<file path="src/rtl/dmem_port_arbiter.sv">
// dmem_port_arbiter: shares one synchronous data memory between the CPU
// load/store path and the host debug/loader port. One access per cycle,
// round-robin on conflict, optional host burst lock bounded by BURST_MAX,
// and routing of 1-cycle-latency read data back to the issuing port.
module dmem_port_arbiter #(
   parameter int unsigned ADDR_W    = 8,
   parameter int unsigned DATA_W    = 16,
   parameter int unsigned BURST_MAX = 4
) (
   input  logic              clk,
   input  logic              rst,
   input  logic              cpu_req,
   input  logic              cpu_we,
   input  logic [ADDR_W-1:0] cpu_addr,
   input  logic [DATA_W-1:0] cpu_wdata,
   output logic              cpu_gnt,
   output logic              cpu_stall,
   output logic              cpu_rvalid,
   input  logic              host_req,
   input  logic              host_we,
   input  logic [ADDR_W-1:0] host_addr,
   input  logic [DATA_W-1:0] host_wdata,
   input  logic              host_lock,
   output logic              host_gnt,
   output logic              host_rvalid,
   output logic [DATA_W-1:0] rdata,
   output logic              mem_en,
   output logic              mem_we,
   output logic [ADDR_W-1:0] mem_addr,
   output logic [DATA_W-1:0] mem_wdata,
   input  logic [DATA_W-1:0] mem_rdata
);

   typedef enum logic {
      PORT_CPU  = 1'b0,
      PORT_HOST = 1'b1
   } port_e;

   localparam logic [3:0] BURST_LIMIT = 4'(BURST_MAX);

   port_e      last_gnt_q, last_gnt_d;
   port_e      rd_owner_q, rd_owner_d;
   logic       rd_pending_q, rd_pending_d;
   logic [3:0] burst_cnt_q, burst_cnt_d;
   logic       lock_active;

   // State register: last winner, burst counter and read-return tracking.
   always_ff @(posedge clk or posedge rst) begin
      if (rst) begin
         last_gnt_q   <= PORT_HOST;
         rd_owner_q   <= PORT_CPU;
         rd_pending_q <= 1'b0;
         burst_cnt_q  <= '0;
      end else begin
         last_gnt_q   <= last_gnt_d;
         rd_owner_q   <= rd_owner_d;
         rd_pending_q <= rd_pending_d;
         burst_cnt_q  <= burst_cnt_d;
      end
   end

   // Next-state: remember the winner, track the locked host burst and
   // capture which port a granted read belongs to.
   always_comb begin
      last_gnt_d   = last_gnt_q;
      rd_owner_d   = rd_owner_q;
      rd_pending_d = 1'b0;
      burst_cnt_d  = burst_cnt_q;

      if (cpu_gnt) begin
         last_gnt_d = PORT_CPU;
      end else if (host_gnt) begin
         last_gnt_d = PORT_HOST;
      end

      if (cpu_gnt || !host_lock) begin
         burst_cnt_d = '0;
      end else if (host_gnt && cpu_req && (burst_cnt_q < BURST_LIMIT)) begin
         burst_cnt_d = burst_cnt_q + 4'd1;
      end

      if ((cpu_gnt || host_gnt) && !mem_we) begin
         rd_pending_d = 1'b1;
         rd_owner_d   = host_gnt ? PORT_HOST : PORT_CPU;
      end
   end

   // Outputs: grant decision, memory mux and read-return steering.
   always_comb begin
      cpu_gnt     = 1'b0;
      host_gnt    = 1'b0;
      lock_active = host_lock && (burst_cnt_q < BURST_LIMIT);

      if (!rst) begin
         if (cpu_req && !host_req) begin
            cpu_gnt = 1'b1;
         end else if (host_req && !cpu_req) begin
            host_gnt = 1'b1;
         end else if (cpu_req && host_req) begin
            if (lock_active || (last_gnt_q == PORT_CPU)) begin
               host_gnt = 1'b1;
            end else begin
               cpu_gnt = 1'b1;
            end
         end
      end

      cpu_stall = cpu_req && !cpu_gnt;
      mem_en    = cpu_gnt || host_gnt;
      mem_we    = 1'b0;
      mem_addr  = cpu_addr;
      mem_wdata = cpu_wdata;
      if (host_gnt) begin
         mem_we    = host_we;
         mem_addr  = host_addr;
         mem_wdata = host_wdata;
      end else if (cpu_gnt) begin
         mem_we = cpu_we;
      end

      cpu_rvalid  = rd_pending_q && (rd_owner_q == PORT_CPU);
      host_rvalid = rd_pending_q && (rd_owner_q == PORT_HOST);
      rdata       = mem_rdata;
   end

endmodule

</file>
<file path="config.mk">
export PLATFORM = sky130hd
export DESIGN_NAME = dmem_port_arbiter
export DESIGN_NICKNAME = d
export VERILOG_FILES = /design/src/rtl/dmem_port_arbiter.sv
export SDC_FILE = /design/constraint.sdc
export NUM_CORES = 1
export LEC_CHECK = 0
export CELL_PAD_IN_SITES_DETAIL_PLACEMENT = 1
export CELL_PAD_IN_SITES_GLOBAL_PLACEMENT = 1
export CORE_UTILIZATION = 14
export CTS_BUF_LIST = sky130_fd_sc_hd__clkbuf_4 sky130_fd_sc_hd__clkbuf_8 sky130_fd_sc_hd__clkbuf_16
export DETAILED_ROUTE_END_ITERATION = 6
export MAX_ROUTING_LAYER = met4
export PLACE_DENSITY = 0.8
export SETUP_SLACK_MARGIN = 0.1
export SLEW_MARGIN = 10
export SYNTH_ARGS = -nofsm -noshare
export SYNTH_HDL_FRONTEND = slang
export SYNTH_SLANG_ARGS = --single-unit
</file>
<file path="constraint.sdc">
create_clock -name clk -period 2.11 [get_ports clk]
set_input_delay 0.3165 -clock clk [delete_from_list [all_inputs] [get_ports clk]]
set_output_delay 0.3165 -clock clk [all_outputs]
set_load 0.02 [all_outputs]
</file>
After elaboration in Yosys (flattened, before gate mapping):

Index checks and enable logic that the tools add are counted.

* register bits after elaboration: 7
* input bits: 71
* output and inout port bits: 47
* logic and storage cells: 48

* add/subtract/negate cells: 1
* magnitude comparators: 1
* mux-type cells: 20
* bitwise operators: 2
* reduce and logical (&&, ||, !) cells: 20

Operators with widths (number)
* $mux 1: 16
* $mux 16: 1
* $logic_and 1x1->1: 10
* $mux 4: 2
* $mux 8: 1
* $logic_not 1->1: 5
* $add 4x1->4 const B: 1
* $lt 4x3->1 const B: 1
* $reduce_bool 2->1: 2
* $logic_or 1x1->1: 3
* $not 1->1: 2

Logic depth before layout (Yosys ltp):

* depth after elaboration: 13
* gate-level depth with buffers: 6
* gate-level depth less buffers: 5

Least setup slack after synthesis:

OpenSTA, ideal clock, no wires.

* path type: register to output
* from: register burst_cnt_q[2]
* to: output mem_addr[0]
* data arrival time: 1630 ps
* data required time: 1794 ps
* setup slack: 164 ps
* cell stages (with the launch flop): 7
* path buffers: 1
* cell sequence: dfrtp_1 > or3b_1 > a311o_1 > inv_2 > buf_6 > nand2_1 > nand2_1

* longest elaborated chain between the ends: 9

RTL lines
* from (decl): RTL line 44 `logic [3:0] burst_cnt_q, burst_cnt_d;`
* from (signal assigned): RTL line 58 `burst_cnt_q <= burst_cnt_d;`
* $lt 4x3->1: RTL line 92 `lock_active = host_lock && (burst_cnt_q < BURST_LIMIT);`
* $logic_and 1x1->1: RTL line 92
* $logic_or 1x1->1: RTL line 100 `if (lock_active || (last_gnt_q == PORT_CPU)) begin`
* $mux 1: RTL line 100
* $mux 1: RTL line 99 `end else if (cpu_req && host_req) begin`
* $mux 1: RTL line 97 `end else if (host_req && !cpu_req) begin`
* $mux 1: RTL line 95 `if (cpu_req && !host_req) begin`
* $mux 1: RTL line 94 `if (!rst) begin`
* via host_gnt: RTL line 24 `output logic host_gnt,`
* $mux 8: RTL line 113 `if (host_gnt) begin`
* to (decl): RTL line 29 `output logic [ADDR_W-1:0] mem_addr,`

The timed path passes the listed nets, and every way through them passes these cells.

Final worst setup path:

* from: register burst_cnt_q[3]
* to: output mem_wdata[2]

* longest elaborated chain between the ends: 9

RTL lines
* $lt 4x3->1: RTL line 92
* $logic_and 1x1->1: RTL line 92
* $logic_or 1x1->1: RTL line 100
* $mux 1: RTL line 100
* $mux 1: RTL line 99
* $mux 1: RTL line 97
* $mux 1: RTL line 95
* $mux 1: RTL line 94
* $mux 16: RTL line 113
* to (decl): RTL line 30 `output logic [DATA_W-1:0] mem_wdata,`

No other way between the ends.

==> impl_metrics.py <==
metrics = {
    "run_status": {
        "outcome": "finished, violations left",
        "violations": "negative setup slack",
    },
    "timing": {
        "tightest_slew_ns": 0.262,
        "postLayoutSetupSlackWorst_ns": -0.221,
        "fin_skew_ns": 0.00122,
        "min_period_ns": 2.33,
        "slew_violations": 0,
        "finalSetupViolations": 27,
        "hold_viol_final": 0,
        "relSlewSlack_pct": 82.4,
        "setup_tns_ns": -4.69,
        "clock.fmax_mhz": 429,
        "hold_slack_ns": 0.104,
        "rsz0062_at_grt": "true",
        "finalCritPeriodShare_pct": 110,
    },
    "cts": {
        "hold_buffers": 0,
        "cts.path.max_buffers": 2,
        "cts_root_buffer": "clkbuf_8",
        "cts.sink_count": 7,
        "clkSlewWorstSetupHoldPaths_ns": 0.04,
        "clkLatencyLatePin_ns": 0.23,
        "cts_buffers": 3,
        "cts_tree": "built",
        "h-tree-depth": 1,
    },
    "die": {
        "die_h_microns": 79.7,
        "die_w_microns": 79.7,
        "core_region_area_sq_mm": 0.00568,
        "initial_core_util_pct": 14.9,
        "num_rows": 27,
        "die_area_sq_mm": 0.00636,
        "ios": 118,
    },
    "placement": {
        "hpwl_microns": 2740,
        "gp_congestion": 0.775,
        "dpl.cell_count": 287,
        "dpl_cell_area_sq_mm": 0.00173,
        "port_buffers": 85,
    },
    "detailed_routing": {
        "drc": 0,
        "wl_microns": 3890,
        "vias": 1242,
        "drtAntennaViolNets": 0,
        "drtIter0Drc": 28,
        "wl_per_cell_microns": 12.9,
        "vias_per_cell": 4.11,
        "first_pass_iters": 4,
    },
    "final_layout": {
        "final_common_cell": "clkdlybuf4s50_1",
        "fin_area_sq_mm": 0.00215,
        "final_util_pct": 37.9,
        "area_growth_pct": 155,
        "drive_above_1_share_pct": 41.7,
        "final_cell_mix": "53 x clkdlybuf4s50_1, 46 x nand2_1, 28 x buf_6, 17 x nand2_2",
        "final.fill_count": 676,
        "fin_cells": 302,
        "antennaDiodeCount": 0,
        "layout.nets": 303,
    },
    "logic_synthesis": {
        "synth_seq_area_share_pct": 20.9,
        "netlist_area_sq_um": 846,
        "yosysTopAreaCellShare_pct": 34.2,
        "syn_area_per_cell_sq_um": 6.17,
        "yosysUniqueCellTypes": 25,
        "yosysTopAreaCell": "nand2_1",
        "synth_cells": 137,
        "synth.ff_latch_count": 7,
        "yosysWarnings": 0,
        "synth_fp_nets": 209,
        "synth_area_leaders": "nand2_1 34%, dfrtp_1 18%, buf_4 14%",
    },
    "power": {
        "switchingPower_uw": 278,
        "p_leak_uw": 0.00109,
        "pwr-share-seq_pct": 18.5,
        "switching_share_pct": 32.8,
        "comb_power_share_pct": 58.0,
        "power_density_mw_per_mm2": 394,
        "ir_drop_uv": 156,
        "p_clk_share_pct": 23.5,
        "p_int_uw": 570,
    },
    "grt": {
        "grt_max_degree": 15,
        "first_global_vias": 1250,
        "gr-total-overflow": 0,
        "grtUsageTotal_pct": 12.2,
        "grt_pass1_wl_microns": 5830,
        "antenna_found_initial": 0,
    },
    "critical_path": {
        "end_kind": "output port",
        "arrival_ns": 2.01,
        "crit_fanout": 8,
        "worstPathRequired_ns": 1.79,
        "startpoint_type": "register",
        "worstSetupPathType": "reg2out",
    },
    "hold_path": {
        "hold_class": "in2async",
    },
    "run": {
        "maxCapViolCount": 0,
    },
}
[worst max-delay path: stages, from the launching register on]
cell and delay (ns):
dfrtp_1 0.37, or3b_4 0.39, a311o_2 0.36, inv_2 0.10, buf_4 0.11, buf_6 0.09
buf_12 0.11, nand2_1 0.06, nand2_1 0.07, buf_6 0.12
[worst paths after layout]
| kind | to | cells after the start | startpoint | slack [ns] |
|---|---|---|---|---|
| worst max-delay path | mem_wdata[2] | 9 | burst_cnt_q[3] | -0.22 |
| worst min-delay path | burst_cnt_q[0] | 2 | rst | 0.10 |
| worst max register to register | rd_owner_q | 6 | burst_cnt_q[3] | 0.32 |
| worst min register to register | last_gnt_q | 2 | last_gnt_q | 0.50 |
| max in group asynchronous | last_gnt_q | 2 | rst | 1.74 |
| min in group clk | last_gnt_q | 2 | last_gnt_q | 0.50 |
[layout make-up]
type	count	area [sq um]	area share (%)
repair buffers	110	1190	55.3
clock buffers	4	48.8	2.27
inverters	5	18.8	0.872
flip-flops and latches	7	176	8.19
well taps	72	90.1	4.18
multi-input cells	104	629	29.2
[stage by stage]
| stage | setup WS (ns) | power, uW |
|---|---|---|
| 4_1_cts | -0.200 | 840 |
| 5_1_grt | -0.308 | 900 |
| 3_5_place_dp | -0.770 | 548 |
| 2_1_floorplan | 0.164 | 357 |
| 3_3_place_gp | -0.740 | 542 |
| 6_report | -0.221 | 848 |
[per-layer routing]
layer	GRT usage (%)	wire (microns)
met1	13.3	1510
met2	21.7	2050
met3	2.63	305
met4	4.55	30
met5	-	0
[cells in the mapped netlist]
library cell / number
a22o_1: 1
buf_6: 5
inv_2: 1
inv_1: 4
nor3_1: 1
and2_1: 1
nand2b_1: 1
dfstp_2: 1
nand3_1: 1
nand2_1: 77
and3_1: 1
nand4b_1: 1
a311o_1: 2
o22ai_2: 1
a21oi_1: 1
dfrtp_1: 6
o21a_1: 1
buf_4: 16
ha_1: 1
nor2_1: 2
or3b_1: 1
a31oi_1: 2
a21boi_0: 1
o21ai_0: 4
nor2b_1: 4
[flip-flops by register name, indices dropped and copies added, names as in the netlist]
| register | flops |
|---|---|
| rd_pending_q | 1 |
| burst_cnt_q | 4 |
| rd_owner_q | 1 |
| last_gnt_q | 1 |
[kinds of logic (layout without fill, tap and decap cells)]
| group | after synthesis | count (layout) | share of synthesized area [%] |
|---|---|---|---|
| AO/OA/AOI/OAI | 13 | 13 | 11.1 |
| adder cells (fa/ha/maj) | 1 | 1 | 1.48 |
| flip-flops | 7 | 7 | 20.9 |
| buffers and inverters | 26 | 119 | 23.1 |
| AND/OR/NAND/NOR | 90 | 90 | 43.5 |
[what timing repair did]
action	4_1_cts	5_1_grt
gates resized for setup	201	30
pin swaps	16	18
endpoints found under the setup margin	29	29
setup buffers	7	2
gates cloned	3	1
[power groups by stage]
stage | registers (uW) | clock network, uW | logic, uW
floorplan | 155 | 0 | 203
global placement | 158 | 0 | 384
detailed placement | 159 | 0 | 389
CTS | 157 | 202 | 480
global route | 158 | 218 | 524
finish | 157 | 199 | 492
Power figures use the tool's default switching activity.
